[src/rtl/exception_sequencer.sv]
// ============================================================================
// Module   : exception_sequencer
// Purpose  : Multicycle exception-entry sequencer. It captures the exception
//            cause and EPC, steers IorD to the vector, then loads PC from the
//            vector byte. Define EX_NEST_EN to enable the one-entry pending
//            request register.
// Revision : 1.0 - initial release
// ============================================================================
`default_nettype none

module exception_sequencer #(
    parameter int MEM_LAT = 2
) (
    input  logic        clock,
    input  logic        reset,
    input  logic        ex_req_opcode,
    input  logic        ex_req_overflow,
    input  logic        ex_req_div0,
    input  logic [31:0] PC_in,
    input  logic [31:0] mem_data_in,
    output logic [2:0]  iord_sel,
    output logic        mem_wr,
    output logic [31:0] epc_out,
    output logic [31:0] pc_next,
    output logic        pc_load,
    output logic        busy,
    output logic        done
);

    typedef enum logic [1:0] {
        S_IDLE = 2'd0,
        S_ADDR = 2'd1,
        S_LOAD = 2'd2,
        S_DONE = 2'd3
    } state_t;

    localparam logic [2:0] C_SEL_PC   = 3'b000;
    localparam logic [2:0] C_SEL_OPC  = 3'b011;
    localparam logic [2:0] C_SEL_OVF  = 3'b100;
    localparam logic [2:0] C_SEL_DIV0 = 3'b101;
    localparam logic [2:0] C_LAT_LAST = 3'(MEM_LAT - 1);

    state_t      r_state;
    logic [2:0]  r_cnt;
    logic [2:0]  r_sel;
    logic [31:0] r_epc;
    logic [31:0] r_pc_next;
    logic        r_pc_load;
    logic        r_busy;
    logic        r_done;

    logic        w_req_any;
    logic [2:0]  w_req_sel;
    logic        w_unused;

    // Only the vector byte of the read data is meaningful.
    assign w_unused  = &{1'b0, mem_data_in[31:8]};
    assign w_req_any = ex_req_opcode | ex_req_overflow | ex_req_div0;

    always_comb begin
        w_req_sel = C_SEL_PC;
        if (ex_req_opcode) begin
            w_req_sel = C_SEL_OPC;
        end else if (ex_req_overflow) begin
            w_req_sel = C_SEL_OVF;
        end else if (ex_req_div0) begin
            w_req_sel = C_SEL_DIV0;
        end
    end

`ifdef EX_NEST_EN
    logic        r_pend_vld;
    logic [2:0]  r_pend_sel;
`endif

    always_ff @(posedge clock) begin
        if (reset) begin
            r_state   <= S_IDLE;
            r_cnt     <= 3'd0;
            r_sel     <= C_SEL_PC;
            r_epc     <= 32'd0;
            r_pc_next <= 32'd0;
            r_pc_load <= 1'b0;
            r_busy    <= 1'b0;
            r_done    <= 1'b0;
`ifdef EX_NEST_EN
            r_pend_vld <= 1'b0;
            r_pend_sel <= C_SEL_PC;
`endif
        end else begin
            r_pc_load <= 1'b0;
            r_done    <= 1'b0;
            case (r_state)
                S_IDLE: begin
                    if (w_req_any) begin
                        r_state <= S_ADDR;
                        r_sel   <= w_req_sel;
                        r_epc   <= PC_in - 32'd4;
                        r_cnt   <= 3'd0;
                        r_busy  <= 1'b1;
                    end
                end
                S_ADDR: begin
                    r_cnt <= r_cnt + 3'd1;
                    // Read data is sampled on the MEM_LAT-th edge after the address settled.
                    if (r_cnt == C_LAT_LAST) begin
                        r_state   <= S_LOAD;
                        r_pc_load <= 1'b1;
                        r_pc_next <= {24'b0, mem_data_in[7:0]};
                    end
                end
                S_LOAD: begin
                    r_state <= S_DONE;
                    r_done  <= 1'b1;
                end
                default: begin
`ifdef EX_NEST_EN
                    // An earlier pending entry wins over a request arriving now.
                    if (r_pend_vld || w_req_any) begin
                        r_state <= S_ADDR;
                        r_sel   <= r_pend_vld ? r_pend_sel : w_req_sel;
                        r_epc   <= PC_in - 32'd4;
                        r_cnt   <= 3'd0;
                    end else begin
                        r_state <= S_IDLE;
                        r_sel   <= C_SEL_PC;
                        r_busy  <= 1'b0;
                    end
`else
                    r_state <= S_IDLE;
                    r_sel   <= C_SEL_PC;
                    r_busy  <= 1'b0;
`endif
                end
            endcase
`ifdef EX_NEST_EN
            if ((r_state == S_ADDR) || (r_state == S_LOAD)) begin
                if (w_req_any && !r_pend_vld) begin
                    r_pend_vld <= 1'b1;
                    r_pend_sel <= w_req_sel;
                end
            end else if (r_state == S_DONE) begin
                r_pend_vld <= 1'b0;
            end
`endif
        end
    end

    assign iord_sel = r_sel;
    assign mem_wr   = 1'b0;
    assign epc_out  = r_epc;
    assign pc_next  = r_pc_next;
    assign pc_load  = r_pc_load;
    assign busy     = r_busy;
    assign done     = r_done;

endmodule

`default_nettype wire

[config.mk]
export PLATFORM = sky130hd
export DESIGN_NAME = exception_sequencer
export DESIGN_NICKNAME = d
export VERILOG_FILES = /design/src/rtl/exception_sequencer.sv
export SDC_FILE = /design/constraint.sdc
export NUM_CORES = 1
export LEC_CHECK = 0
export BUFFER_PORTS_ARGS = -buffer_cell sky130_fd_sc_hd__buf_2
export CAP_MARGIN = 20
export CORE_ASPECT_RATIO = 1.5
export CORE_MARGIN = 3
export CORE_UTILIZATION = 45
export CTS_CLUSTER_DIAMETER = 60
export CTS_CLUSTER_SIZE = 24
export DETAILED_ROUTE_END_ITERATION = 10
export PLACE_DENSITY = 0.8
export SKIP_CTS_REPAIR_TIMING = 1
export SYNTH_ARGS = -nofsm -noshare
export SYNTH_HDL_FRONTEND = slang
export SYNTH_SLANG_ARGS = --single-unit
[constraint.sdc]
create_clock -name clock -period 2.45 [get_ports clock]
set_input_delay 0.1225 -clock clock [delete_from_list [all_inputs] [get_ports clock]]
set_output_delay 0.1225 -clock clock [all_outputs]
set_load 0.02 [all_outputs]
==> impl_metrics.json <==
{
  "syn2layout_area_growth_pct": 22.7,
  "max_freq_mhz": 495,
  "io_pins": 140,
  "ys_top_cells_by_area": "dfxtp_1 (39%), nor2_1 (9.0%), buf_4 (7.2%), a211oi_1 (6.6%), xnor2_1 (6.0%)",
  "multiInputGateArea_sq_um": 1420,
  "layout_common_cells": "buf_2 (90), nor2_1 (63), dfxtp_1 (51), conb_1 (25), a211oi_1 (23)",
  "finalSetupViolations": 0,
  "cp_num_buf_inv": 1,
  "dp_hpwl_mm": 4.75,
  "cp_data_arrival_time_ns": 2.22,
  "maxCapViolations": 0,
  "path_max_fanout": 6,
  "holdPathEnd": "pc_next[1]",
  "crit_path_frequent_cell": "or3_4",
  "pre_cts_ws_ns": 0.120,
  "hp-start": "mem_data_in[1]",
  "async_flop_share": 0,
  "slowest_stage": "or4_4",
  "grt_max_degree": 55,
  "rsz0062_at_grt": "false",
  "insertion_delay_ns": 0.30,
  "min_period_ns": 2.02,
  "synth_area_per_cell_sq_um": 8.37,
  "skew_ns": 0.00863,
  "cp.required_ns": 2.66,
  "grt_usage": 0.181,
  "tightest_slew_ns": 0.987,
  "gp_congestion": 0.827,
  "slew_headroom": 0.342,
  "clk_pin_slew_worst_paths_ns": 0.09,
  "crit_family": "simple AND/OR/NAND/NOR gates",
  "powerDensity_nw_per_um2": 1090,
  "antenna_left": 0,
  "seq_area_sq_um": 1020,
  "core_area_sq_um": 5530,
  "initial_core_util": 0.474,
  "synth_top_area_share": 0.390,
  "yosysTopAreaCell": "dfxtp_1",
  "p_leak_uw": 0.00146,
  "grt_pass1_wl_mm": 9.38,
  "peakVddDrop_mv": 0.484,
  "drive_gt1_frac": 0.283,
  "drv_slew": 0,
  "cts_inserted_buffers": 5,
  "fill_cells": 562,
  "wl_per_cell_um": 12.9,
  "ys_seq_area_frac": 0.390,
  "slowest_delay_ns": 0.54,
  "die_w_um": 68.3,
  "die_h_um": 99.5,
  "cts_max_level": 2,
  "synth_warnings": 0,
  "r2r_cells": 7,
  "fin_ws_ns": 0.431,
  "dieArea_sq_um": 6790,
  "hp-class": "in -> reg",
  "ctsLongestPathBuffers": 2,
  "grt_pass1_vias": 2093,
  "ys_types": 36,
  "hold_viol": 0,
  "min_path_cells": 3,
  "cts.sink_count": 51,
  "synth_edf_count": 0,
  "drtPass1Iterations": 4,
  "vias": 2349,
  "clock-root-buffer": "clkbuf_8",
  "wirelength_mm": 6.08,
  "synth-main-ff-cell": "dfxtp_1",
  "reg2reg_slack_ns": 0.49,
  "crit_path_start_kind": "input pin",
  "vias_per_cell": 4.97,
  "grt.overflow.total": 0,
  "syn_inst": 313,
  "first_iter_violations": 101,
  "num_rows": 33,
  "num-nets-final": 478,
  "tritoncts": "done",
  "path_cells": "buf_2 > or4_4 > or3_4 > or3_4 > or4_1 > a311oi_1",
  "port_buffers": 90,
  "final_common_cell": "buf_2",
  "criticalPathCategory": "in -> reg",
  "synthesis.area_sq_um": 2620,
  "route.detailed.drc": 0,
  "n_antenna_cell": 0,
  "antenna_found_initial": 0,
  "critPathCaptureType": "register",
  "finalSetupTns_ns": 0,
  "r2r_start": "r_state[0]",
  "r2r-end": "r_cnt[2]",
  "path_depth": 6,
  "status": "finished clean",
  "finalCritPeriodShare": 0.824,
  "ys_seq_elements": 51
}
cells by family after synthesis:
logic type | share of synthesized area
and+or+nand+nor | 0.232
DFF | 0.390
AOI/OAI and AO/OA | 0.133
buffers and inverters | 0.102
xor gates and xnor gates | 0.0735
muxes | 0.0349
adders and majority gates | 0.0334
other | 0.00143
layer usage:
metal | track usage | share of wire | wire length (um) | up-vias
met5 | 0 | 0 | 0 | -
met4 | 0.0781 | 0.018 | 111 | 0
met3 | 0.0350 | 0.069 | 421 | 7
met2 | 0.326 | 0.53 | 3220 | 77
met1 | 0.198 | 0.38 | 2330 | 1048
li1 | - | - | - | 1217
per-stage QoR:
step,total power (uW),std cells,cell area (sq um),utilization,hold WS (ns)
global route,3770,473,3210,0.581,0.0566
floorplan,2360,337,2710,-,0.218
finish,3500,473,3210,0.581,0.0460
global placement,2820,465,3080,0.556,0.355
CTS,3550,473,3210,0.581,0.0329
detailed placement,2860,465,3080,0.556,0.362
sequential cells by signal, summed over array words and instances (netlist names):
name / cells
epc_out: 32
pc_next: 8
iord_sel: 3
r_cnt: 3
r_state: 2
busy: 1
done: 1
pc_load: 1
where the power goes:
| part | switching, uW | total [uW] | internal, uW |
|---|---|---|---|
| combinational | 1010 | 1590 | 578 |
| clock | 278 | 685 | 407 |
| sequential | 130 | 1230 | 1100 |
| total | 1420 | 3500 | 2080 |
worst register-to-register path: stages (launching register included):
cell     delay [ns]
dfxtp_1        0.34
inv_1          0.10
ha_1           0.31
nor4b_1        0.59
nor2_1         0.16
nand2_1        0.13
xor2_1         0.14
nor3_1         0.06
Yosys cell counts, drive strengths merged, types with 2 or more instances:
cell and instances:
buf 26, xnor2 18, nor4 9, nand2 15, clkbuf 14, o21ai 4, ha 7, nand3 5
xor2 4, dfxtp 51, a21oi 10, mux2i 8, or3 5, nand3b 2, nand2b 3, o31ai 5
a211oi 23, nor3 15, nor2 63, a311oi 5, or4 5, inv 6
area by class of cell:
class,instances,area share
clock inverter,3,0.0210
tap,70,0.0272
clock buffer,5,0.0214
sequential,51,0.318
multi-input combinational,240,0.443
inverter,6,0.00701
timing repair buffer,98,0.163
worst max path at each step:
| stage | start | slack (ns) | end |
|---|---|---|---|
| 6_report | PC_in[19] | 0.43 | epc_out[28] |
| 5_1_grt | r_state[1] | 0.29 | r_cnt[2] |
| 4_1_cts | PC_in[19] | 0.44 | epc_out[28] |
| 3_5_place_dp | PC_in[19] | 0.12 | epc_out[28] |
| 3_3_place_gp | PC_in[19] | 0.16 | epc_out[28] |
| 2_1_floorplan | PC_in[19] | 0.34 | epc_out[28] |
Note: power is estimated with default switching activity, not from simulation.
